--- src/rtl/reaction_pkg.sv ---
// Shared types and constants for the reaction-time game controller.
package reaction_pkg;

  localparam int MIN_DELAY_MS_DEF = 1000;
  localparam int RAND_BITS_DEF    = 12;
  localparam int MAX_COUNT_DEF    = 999999;
  localparam int COUNT_W          = 20;

  localparam logic [15:0] LFSR_SEED = 16'hACE1;
  // Feedback taps 16,14,13,11 (1-based) as a mask over bits [15:0]
  localparam logic [15:0] LFSR_TAPS = 16'hB400;

  typedef enum logic [2:0] {
    S_IDLE = 3'd0,
    S_WAIT = 3'd1,
    S_GO   = 3'd2,
    S_DONE = 3'd3,
    S_FOUL = 3'd4
  } state_t;

endpackage

--- src/rtl/reaction_lfsr.sv ---
// Free-running 16-bit Fibonacci LFSR supplying the random part of the wait.
module reaction_lfsr
  import reaction_pkg::*;
(
  input  logic        clk,
  input  logic        rst,
  output logic [15:0] value
);

  // An all-zero register would lock up; fall back to the seed if it ever appears.
  always_ff @(posedge clk or posedge rst) begin
    if (rst)
      value <= LFSR_SEED;
    else if (value == 16'h0000)
      value <= LFSR_SEED;
    else
      value <= {value[14:0], ^(value & LFSR_TAPS)};
  end

endmodule

--- src/rtl/reaction_controller.sv ---
// Reaction-time game sequencer: random wait, go light, millisecond timer.
//   state | meaning
//   IDLE  | powered up, waiting for start
//   WAIT  | random delay running, led_wait on
//   GO    | led_go on, counting ms until react
//   DONE  | count_ms holds the result
//   FOUL  | react pressed during WAIT
module reaction_controller
  import reaction_pkg::*;
#(
  parameter int MIN_DELAY_MS = MIN_DELAY_MS_DEF,
  parameter int RAND_BITS    = RAND_BITS_DEF,
  parameter int MAX_COUNT    = MAX_COUNT_DEF
) (
  input  logic               clk,
  input  logic               rst,
  input  logic               tick_ms,
  input  logic               start_btn,
  input  logic               react_btn,
  output logic               led_wait,
  output logic               led_go,
  output logic [COUNT_W-1:0] count_ms,
  output logic               result_valid,
  output logic               false_start
);

  localparam int DELAY_W = $clog2(MIN_DELAY_MS + (1 << RAND_BITS));
  localparam logic [15:0]        RAND_MASK = 16'((32'd1 << RAND_BITS) - 32'd1);
  localparam logic [COUNT_W-1:0] MAX_CNT   = COUNT_W'(MAX_COUNT);

  localparam logic [2:0] ST_IDLE = 3'(S_IDLE);
  localparam logic [2:0] ST_WAIT = 3'(S_WAIT);
  localparam logic [2:0] ST_GO   = 3'(S_GO);
  localparam logic [2:0] ST_DONE = 3'(S_DONE);
  localparam logic [2:0] ST_FOUL = 3'(S_FOUL);

  logic [15:0]        lfsr;
  logic [2:0]         start_sync;
  logic [2:0]         react_sync;
  logic               start_p;
  logic               react_p;
  logic [2:0]         state_q;
  logic [DELAY_W-1:0] delay_q;
  logic [COUNT_W-1:0] count_q;

  reaction_lfsr u_lfsr (
    .clk   (clk),
    .rst   (rst),
    .value (lfsr)
  );

  // [0],[1] metastability chain, [2] previous synced level for edge detect
  always_ff @(posedge clk or posedge rst) begin
    if (rst) begin
      start_sync <= '0;
      react_sync <= '0;
    end else begin
      start_sync <= {start_sync[1:0], start_btn};
      react_sync <= {react_sync[1:0], react_btn};
    end
  end

  assign start_p = start_sync[1] & ~start_sync[2];
  assign react_p = react_sync[1] & ~react_sync[2];

  always_ff @(posedge clk or posedge rst) begin
    if (rst) begin
      state_q <= ST_IDLE;
      delay_q <= '0;
      count_q <= '0;
    end else begin
      case (state_q)
        ST_WAIT: begin
          if (react_p) begin
            state_q <= ST_FOUL;
            count_q <= '0;
          end else if (tick_ms) begin
            if (delay_q <= DELAY_W'(1)) begin
              state_q <= ST_GO;
              delay_q <= '0;
              count_q <= '0;
            end else begin
              delay_q <= delay_q - DELAY_W'(1);
            end
          end
        end
        ST_GO: begin
          // react wins over a same-cycle tick so the frozen value is not bumped
          if (react_p)
            state_q <= ST_DONE;
          else if (tick_ms && (count_q < MAX_CNT))
            count_q <= count_q + COUNT_W'(1);
        end
        ST_IDLE, ST_DONE, ST_FOUL: begin
          if (start_p) begin
            state_q <= ST_WAIT;
            delay_q <= DELAY_W'(32'(MIN_DELAY_MS) + 32'(lfsr & RAND_MASK));
            count_q <= '0;
          end
        end
        default: begin
          state_q <= ST_IDLE;
          delay_q <= '0;
          count_q <= '0;
        end
      endcase
    end
  end

  assign led_wait     = (state_q == ST_WAIT);
  assign led_go       = (state_q == ST_GO);
  assign result_valid = (state_q == ST_DONE);
  assign false_start  = (state_q == ST_FOUL);
  assign count_ms     = count_q;

endmodule

--- config.mk ---
export PLATFORM = sky130hd
export DESIGN_NAME = reaction_controller
export DESIGN_NICKNAME = d
export VERILOG_FILES = /design/src/rtl/reaction_pkg.sv /design/src/rtl/reaction_lfsr.sv /design/src/rtl/reaction_controller.sv
export SDC_FILE = /design/constraint.sdc
export NUM_CORES = 1
export LEC_CHECK = 0
export ABC_CLOCK_PERIOD_IN_PS = 2200
export BUFFER_PORTS_ARGS = -buffer_cell sky130_fd_sc_hd__buf_2
export CAP_MARGIN = 25
export CORE_ASPECT_RATIO = 1.1
export CORE_MARGIN = 3
export CORE_UTILIZATION = 54
export DETAILED_ROUTE_END_ITERATION = 8
export GPL_TIMING_DRIVEN = 1
export MAX_ROUTING_LAYER = met4
export PLACE_DENSITY = 0.86
export RECOVER_POWER = 50
export SLEW_MARGIN = 30
export SYNTH_ARGS = -nofsm -noshare
export SYNTH_HDL_FRONTEND = slang
export SYNTH_SLANG_ARGS = --single-unit
--- constraint.sdc ---
create_clock -name clk -period 2.2 [get_ports clk]
set_input_delay 0.55 -clock clk [delete_from_list [all_inputs] [get_ports clk]]
set_output_delay 0.55 -clock clk [all_outputs]
set_load 0.05 [all_outputs]
Word-level counts from Yosys, hierarchy flattened --
Cells that the tools add are included.
Storage, ports and cells: input bits 5, logic and storage cells 55, flip-flop bits (word level) 58
Cells by class: equal/unequal tests 12, bitwise operators 5, reductions and logical operators 8, $add $sub $neg 3, $lt $le $gt $ge 2, mux-type cells 19
Operators by type and width (count):
- two-way mux 20 bit | 6
- one-hot mux 20 bit (3 select lines) | 1
- two-way mux 13 bit | 4
- one-hot mux 13 bit (3 select lines) | 1
- adder 20 x 1 -> 20 bit (second input constant) | 1
- < comparator 20 bit (second input constant) | 1
- zero test 16 bit | 1
- two-way mux 16 bit | 1
- parity 16 bit | 1
- two-way mux 3 bit | 5
- adder 10 x 12 -> 13 bit (first input constant) | 1
- less-or-equal comparator 13 x 1 -> 1 bit (second input constant) | 1
- subtractor 13 x 1 -> 13 bit (second input constant) | 1
- one-hot mux 3 bit (3 select lines) | 1
- inequality test 2 bit (second input constant) | 4
- AND reduction 4 bit | 2
- == test 3 x 2 -> 1 bit (second input constant) | 2
- AND reduction 5 bit | 1
- inequality test 2 x 1 -> 1 bit (second input constant) | 2
- == test 3 x 1 -> 1 bit (second input constant) | 1
- == test 3 bit (second input constant) | 1
- zero test 3 bit | 1
- inequality test 3 x 1 -> 1 bit (second input constant) | 1
- inequality test 3 x 2 -> 1 bit (second input constant) | 1
- other kinds (4) | 7

Logic depth before layout (Yosys ltp) --
Gate-level depths: netlist of the first run.
depth in word-level cells 5, depth in mapped cells 8

By module --
Synthesis of the first run repeated with hierarchy kept, for this count alone.
Unflattened totals: cells, all modules 337, area, all modules 3203.1 um^2
By module, submodules not included:
- reaction_controller | sequential area each 1051.0 um^2, area each 2567.5 um^2, cells an instance 286, times used 1
- reaction_lfsr | sequential area each 410.4 um^2, area each 635.6 um^2, cells an instance 51, times used 1

Worst setup path before layout of the first run --
No wires, ideal clock.
kind register to register, start point register count_q[10], in the netlist count_ms[10], end point register count_q[5], in the netlist count_ms[5], arrival 2300 ps, cell stages (with the launch flop) 8, library setup time 71 ps, period minus slack after synthesis 2371 ps, buffers on the path 2, slack -171 ps, cell sequence dfrtp_1 buf_4 or3_4 and4_4 a211o_1 buf_6 or4_1 nand3_1
Between the ends: word-level cells in the longest chain between the ends 4
RTL lines:
- from (decl) | RTL line reaction_controller.sv:44 | logic [COUNT_W-1:0] count_q;
- from (signal assigned) | RTL line reaction_controller.sv:92 | count_q <= count_q + COUNT_W'(1);
- < comparator 20 bit | RTL line reaction_controller.sv:91 | else if (tick_ms && (count_q < MAX_CNT))
- logical AND 1 bit | RTL line reaction_controller.sv:91
- inequality test 2 x 1 -> 1 bit (no line)
- AND reduction 5 bit (no line)
Every way passes these cells. A chain may end at the register's enable or synchronous reset.

Final worst setup path of the first run --
start point register u_lfsr.value[8], end point register delay_q[12]
Between the ends: word-level cells in the longest chain between the ends 3
RTL lines:
- from (decl) | RTL line reaction_lfsr.sv:7 | output logic [15:0] value
- from (signal assigned) | RTL line reaction_lfsr.sv:17 | value <= {value[14:0], ^(value & LFSR_TAPS)};
- adder 10 x 12 -> 13 bit | RTL line reaction_controller.sv:97 | delay_q <= DELAY_W'(32'(MIN_DELAY_MS) + 32'(lfsr & RAND_MASK));
- two-way mux 13 bit | RTL line reaction_controller.sv:95 | if (start_p) begin
- one-hot mux 13 bit (3 select lines) | RTL line reaction_controller.sv:72 | case (state_q)
- to (signal assigned) | RTL line reaction_controller.sv:83 | delay_q <= delay_q - DELAY_W'(1);
- to (signal assigned) | RTL line reaction_controller.sv:97
- to (decl) | RTL line reaction_controller.sv:43 | logic [DELAY_W-1:0] delay_q;
Every way passes these cells. The select of a mux whose other input is x is not followed.

==> results by group, run 1 <==
Clock tree
  – Root buffer cell: clkbuf_8
  – Cts-stage hold buffer count: 0
  – Worst-Skew Late Latency: 0.34 ns
  – Sink Count: 58
  – CTS tree: yes
  – Clock transition at path regs: 0.07 ns
  – CTS H-Tree Depth: 3
  – Bufs on Longest Clock Path: 2
  – TritonCTS Buffers: 9

Critical path
  – Largest stage delay, worst path: 0.60 ns
  – Worst Path Buf+Inv: 0
  – Critical Path End Type: register
  – Delay-heaviest family, CP: simple AND/OR/NAND/NOR gates
  – Crit path max fanout: 4
  – Crit start category: register
  – WP data required: 2.39 ns
  – Arrival time at the worst endpoint: 2.31 ns
  – Crit-path slowest cell: or4_1
  – Crit-path cells: or4_1 > a211oi_1 > and4b_1 > a41oi_1 > o22ai_1
  – Critical path type: register to register

Yosys
  – Yosys warns: 0
  – Largest family of logic cells by synthesized area: simple AND/OR/NAND/NOR gates
  – Post-Synth Simple-Gate Area: 23.3%
  – Post-Synth Adder-Cell Area: 1.94%
  – Register area share after synthesis: 45.3%
  – Mux share of post-synthesis cell area: 0.620%
  – Number of synthesized register bits: 58
  – Synth area leaders: dfrtp_1 (39%), dfstp_2 (6.5%), nand3_1 (3.7%)
  – Synth area leader: dfrtp_1
  – Number of synthesized flops with an enable pin: 0
  – Post-synth top area share: 38.7%
  – Syn Inst Count: 347
  – Synthesized net count: 357
  – Post-Synth XOR/XNOR Area: 2.44%
  – Number of library cell types mapped by synthesis: 56
  – Mapped cell area: 0.00323 mm2
  – Async SR Flop Fraction: 100%
  – Synth Area in Compound Gates: 21.3%
  – Ys flop type: dfrtp_1
  – Avg Inst Size Synth: 9.31 um2

Global routing
  – GR Util All Layers: 25.7%
  – First-pass GRT wire length: 13.4 mm
  – Largest net degree at the start of global routing: 37
  – GR Overflow Total: 0
  – Vias in the first global route: 2833
  – Initial antenna violation count: 0

STA
  – Final hold violation count: 0
  – Number of setup violations in the final report: 0
  – Actual slew at the worst max-slew pin: 0.878 ns
  – F_max: 473 MHz
  – Tcrit/Tclk final: 96.1%
  – Slew HR: 41.4%
  – Final Skew: 0.00812 ns
  – Setup tns final: 0 ns
  – Minimum clock period: 2.11 ns
  – WHS: 0.311 ns
  – Slew Limit Fails: 0

Place
  – DP HPWL: 5.57 mm
  – Placer Congestion: 0.918
  – Placed instance count: 447
  – PortBufs: 28

Layout
  – Non-filler instance count after layout: 465
  – Sequential Area: 0.00147 mm2
  – Commonest cells after routing, fill and taps aside: dfrtp_1 (47), nand2_1 (30), buf_2 (27)
  – Layout Nets: 395
  – Area occupied by multi-input gates: 0.00161 mm2
  – Share of cells above drive strength 1: 24.4%
  – P&R area growth vs syn: 15.3%
  – Commonest non-fill, non-tap cell in the layout: dfrtp_1
  – # fillers: 427
  – Ant diodes: 0
  – Final core utilization: 66.9%

Die
  – Die W: 79.7 um
  – Core Area: 0.00557 mm2
  – Die ar.: 0.00695 mm2
  – Top Ports: 29
  – Row Count: 28
  – Die height: 87.1 um
  – Initial Util: 58.0%

Pwr
  – PwrDens: 1130 mW/mm2
  – Leakage: 1.67 nW
  – Worst vdd ir: 0.000744 V

Route
  – Final ANT Viol Nets: 0
  – DR iter-0 viols: 303
  – TritonRoute pass-1 iters: 5
  – WL final: 8.11 mm
  – Detailed-route wire length per cell: 17.4 um
  – Avg Vias per Cell: 6.48
  – DR DRC count: 0
  – Vias: 3013

Hold path
  – Worst Hold Class: primary input to register

Run status
  – Run status: completed

Run
  – Max cap viols: 0
==> stage by stage <==
step / worst slack, ns / total power [W] / instance area, um2
final: 0.0859 / 0.00421 / 3720
after CTS: 0.0622 / 0.00418 / 3710
after global routing: -0.0202 / 0.00446 / 3720
after global placement: 0.135 / 0.00316 / 3530
after floorplan: -0.0254 / 0.00265 / 3240
after detailed placement: 0.0826 / 0.00322 / 3530
==> cells by family after synthesis <==
group | after synthesis
AO/OA/AOI/OAI | 97
XOR/XNOR | 9
adder cells (fa/ha/maj) | 5
buffers and inverters | 39
flip-flops | 58
multiplexers | 2
AND/OR/NAND/NOR | 137
==> Yosys cell counts, types with 3 or more instances <==
library cell	number
dfrtp_1	50
nand2_1	30
nand3_1	24
clkbuf_1	19
nor2_1	18
o21ai_0	18
inv_1	14
a31oi_1	13
or2_2	11
nor3_1	9
o211ai_1	9
a21oi_1	8
dfstp_2	8
a32oi_1	7
o22ai_1	7
or4_1	7
a211o_1	6
nand2b_1	6
nand4_1	6
ha_1	5
o221ai_1	5
xor2_1	5
xnor2_1	4
a21o_1	3
a22oi_1	3
and4_1	3
nor2b_1	3
nor3b_1	3
nor4b_1	3
==> final timing paths <==
check / start / to / slack (ns) / cells after the start
setup / recovery: u_lfsr.value[8]$_DFF_PP0_ / delay_q[12]$_DFFE_PP0P_ / 0.09 / 5
hold / removal: react_btn / react_sync[0]$_DFF_PP0_ / 0.31 / 1
setup reg to reg: u_lfsr.value[8]$_DFF_PP0_ / delay_q[12]$_DFFE_PP0P_ / 0.09 / 5
hold reg to reg: start_sync[0]$_DFF_PP0_ / start_sync[1]$_DFF_PP0_ / 0.35 / 0
max in group asynchronous: rst / delay_q[6]$_DFFE_PP0P_ / 0.47 / 3
min in group asynchronous: rst / react_sync[2]$_DFF_PP0_ / 0.38 / 2
==> sequential cells by signal, summed over array words and instances (netlist names) <==
register	count
count_ms	20
delay_q	13
react_sync	3
start_sync	3
state_q	3
u_lfsr.value	16
==> per-layer routing <==
metal	GRT usage [%]	routed length, um
met5	-	0
met1	32.5	3210
met4	13.7	267
met2	39.3	4010
met3	4.97	629
==> power by group <==
part           switching (W)  internal [W]
clock               0.000432      0.000515
combinational        0.00123      0.000684
sequential          0.000152       0.00120
==> layout make-up <==
type | count | area share [%]
repair buffers | 51 | 8.40
well taps | 75 | 2.52
multi-input cells | 250 | 43.3
inverters | 15 | 1.51
clock inverters | 6 | 1.55
clock buffers | 10 | 3.43
flip-flops and latches | 58 | 39.3
==> worst register-to-register path, delay by kind of cell (launching register included) <==
| kind | cells | cell delay, ns |
|---|---|---|
| AND/OR/NAND/NOR | 2 | 0.86 |
| flip-flops | 1 | 0.40 |
| AO/OA/AOI/OAI | 3 | 0.70 |
==> repair_timing <==
item / 4_1_cts / 5_1_grt
endpoints found under the setup margin: 0 / 8
buffers inserted: 0 / 2
gates resized for setup: 0 / 4
Note: power is estimated with default switching activity, not from simulation.
==> run 2: changes to the inputs <==
--- a/config.mk
+++ b/config.mk
@@ -16,6 +16,7 @@
 export MAX_ROUTING_LAYER = met4
 export PLACE_DENSITY = 0.86
 export RECOVER_POWER = 50
+export SETUP_SLACK_MARGIN = 0.5
 export SLEW_MARGIN = 30
 export SYNTH_ARGS = -nofsm -noshare
 export SYNTH_HDL_FRONTEND = slang
==> run 2 against run 1 <==
Worst setup slack got worse by 0.072 ns. Power rose by 40%. Register-to-register slack got worse by 0.07 ns. Largest cell class unchanged. Clock power rose by 19%. First-iteration DRC count rose by 100%. Worst hold slack got worse by 0.024 ns. Global-route usage rose by 7.5 points. Critical endpoint is now count_ms[18]$_DFFE_PP0P_. Sequential power rose by 4%. Die area did not move. Via count rose by 26%. Final area rose by 24%.
==> results by group, run 2 (same netlist as run 1, synthesis figures left out) <==
Run status
  – Run status: completed (unchanged)

Clock tree
  – CTS tree: yes (unchanged)
  – Bufs on Longest Clock Path: 2 (unchanged)
  – TritonCTS Buffers: 9 (unchanged)
  – Sink Count: 58 (unchanged)
  – Clock transition at path regs: 0.08 ns (was 0.07 ns)
  – Worst-Skew Late Latency: 0.36 ns (was 0.34 ns)
  – Root buffer cell: clkbuf_8 (unchanged)
  – CTS H-Tree Depth: 3 (unchanged)

Layout
  – P&R area growth vs syn: 43.5% (was 15.3%)
  – Share of cells above drive strength 1: 47.4% (was 24.4%)
  – Final core utilization: 83.2% (was 66.9%)
  – Layout Nets: 435 (was 395)
  – Number of flip-flops in the largest register: 20 (unchanged)
  – Commonest non-fill, non-tap cell in the layout: buf_4 (was dfrtp_1)
  – Ant diodes: 0 (unchanged)
  – # fillers: 230 (was 427)
  – Commonest cells after routing, fill and taps aside: buf_4 (52), dfrtp_1 (39), nand2_1 (27) (was dfrtp_1 (47), nand2_1 (30), buf_2 (27))
  – Non-filler instance count after layout: 505 (was 465)

Route
  – DR iter-0 viols: 610 (was 303)
  – Met1 wire length: 4.38 mm (was 3.21 mm)
  – Routed wl met2: 6.27 mm (was 4.01 mm)
  – Met3 wire length: 1.52 mm (was 629 um)
  – Detailed-route wire length per cell: 26.2 um (was 17.4 um)
  – Max Used Layer: met4 (unchanged)
  – Vias: 3796 (was 3013)
  – Avg Vias per Cell: 7.52 (was 6.48)
  – TritonRoute pass-1 iters: 5 (unchanged)
  – WL final: 13.2 mm (was 8.11 mm)
  – DR DRC count: 0 (unchanged)
  – Final ANT Viol Nets: 0 (unchanged)

Hold path
  – Worst Hold Class: primary input to asynchronous set/reset pin (was primary input to register)

Critical path
  – Arrival time at the worst endpoint: 2.48 ns (was 2.31 ns)
  – Critical path type: register to register (unchanged)
  – Critical Path End Type: register (unchanged)
  – Crit start category: register (unchanged)
  – WP data required: 2.49 ns (was 2.39 ns)
  – Crit path max fanout: 6 (was 4)

Place
  – PortBufs: 28 (unchanged)
  – Placer Congestion: 0.929 (was 0.918)
  – Placed instance count: 446 (was 447)
  – DP HPWL: 5.41 mm (was 5.57 mm)
  – Pre-CTS setup slack: 0.121 ns (was 0.0826 ns)

STA
  – WHS: 0.288 ns (was 0.311 ns)
  – Setup WS post-layout: 0.0141 ns (was 0.0859 ns)
  – Slew HR: 26.5% (was 41.4%)
  – Minimum clock period: 2.19 ns (was 2.11 ns)
  – Number of setup violations in the final report: 0 (unchanged)
  – F_max: 457 MHz (was 473 MHz)
  – RSZ-0062 raised after global routing: true
  – Final hold violation count: 0 (unchanged)
  – Actual slew at the worst max-slew pin: 1.10 ns (was 0.878 ns)
  – Slew Limit Fails: 0 (unchanged)
  – Tcrit/Tclk final: 99.4% (was 96.1%)
  – Setup tns final: 0 ns (unchanged)
  – Final Skew: 0.0124 ns (was 0.00812 ns)

Global routing
  – First-pass GRT wire length: 17.1 mm (was 13.4 mm)
  – Largest net degree at the start of global routing: 44 (was 37)
  – GR Overflow Total: 0 (unchanged)
  – Vias in the first global route: 3295 (was 2833)
  – Initial antenna violation count: 0 (unchanged)
  – GR Util All Layers: 33.2% (was 25.7%)

Pwr
  – PwrDens: 1270 mW/mm2 (was 1130 mW/mm2)
  – Worst vdd ir: 0.000940 V (was 0.000744 V)
  – Leakage: 2.00 nW (was 1.67 nW)

Die
  – Initial Util: 58.0% (unchanged)
  – Die height: 87.1 um (unchanged)
  – Core Area: 0.00557 mm2 (unchanged)
  – Row Count: 28 (unchanged)
  – Die W: 79.7 um (unchanged)
  – Die ar.: 0.00695 mm2 (unchanged)
  – Top Ports: 29 (unchanged)

Run
  – Max cap viols: 0 (unchanged)
run 2: changes by cell type in the layout (fill, tap and decap cells not counted), sizes merged:
| cell | change |
|---|---|
| inv | -1 |
| clkbuf | +2 |
| buf | +40 |
| clkinvlp | +3 |
| clkinv | -5 |
| a211o | +1 |
run 2: power by group:
group	switching (W)	internal (W)
clock network	0.000480	0.000647
logic	0.00194	0.00141
registers	0.000205	0.00121
total	0.00262	0.00327
run 2: worst max-delay path: stages (launching register included):
cell     delay [ns]
dfrtp_2        0.42
buf_4          0.15
nand4_1        0.35
nor3_2         0.43
nand3_1        0.16
or4_1          0.51
nand3_1        0.09
run 2: path summary, 6_finish.rpt:
kind | startpoint | to | slack (ns) | depth (start not counted)
max | count_ms[12]$_DFFE_PP0P_ | count_ms[18]$_DFFE_PP0P_ | 0.01 | 6
min | rst | count_ms[13]$_DFFE_PP0P_ | 0.29 | 2
max reg2reg | count_ms[12]$_DFFE_PP0P_ | count_ms[18]$_DFFE_PP0P_ | 0.01 | 6
min reg2reg | react_sync[0]$_DFF_PP0_ | react_sync[1]$_DFF_PP0_ | 0.36 | 0
max in group asynchronous | rst | count_ms[14]$_DFFE_PP0P_ | 0.35 | 3
min in group clk | react_btn | react_sync[0]$_DFF_PP0_ | 0.31 | 1
run 2: final cells by class:
cell class | instances | area, um2 | share of cell area [%]
Sequential cell | 58 | 1480 | 31.8
Clock inverter | 3 | 45.0 | 0.972
Clock buffer | 13 | 179 | 3.86
Inverter | 15 | 66.3 | 1.43
Multi-Input combinational cell | 251 | 2050 | 44.3
Tap cell | 75 | 93.8 | 2.02
Timing Repair Buffer | 90 | 722 | 15.6
run 2: routing by layer:
layer  track usage (%)  vias to the layer above
li1                  -                     1462
met1              36.2                     1789
met2              56.7                      410
met3              6.52                      135
met4              18.4                        0
met5                 -                        -
run 2: stage by stage:
stage | total power (W) | area, um2
floorplan | 0.00288 | 3350
global placement | 0.00323 | 3600
detailed placement | 0.00328 | 3600
CTS | 0.00519 | 4290
global route | 0.00604 | 4640
finish | 0.00589 | 4640
run 2: what timing repair did:
| item | 4_1_cts | 5_1_grt |
|---|---|---|
| pin swaps | 36 | 27 |
| hold buffers | 0 | 0 |
| endpoints found under the setup margin | 42 | 55 |
| gates resized for setup | 63 | 61 |
| setup buffers | 22 | 19 |
| gates cloned | 1 | 1 |
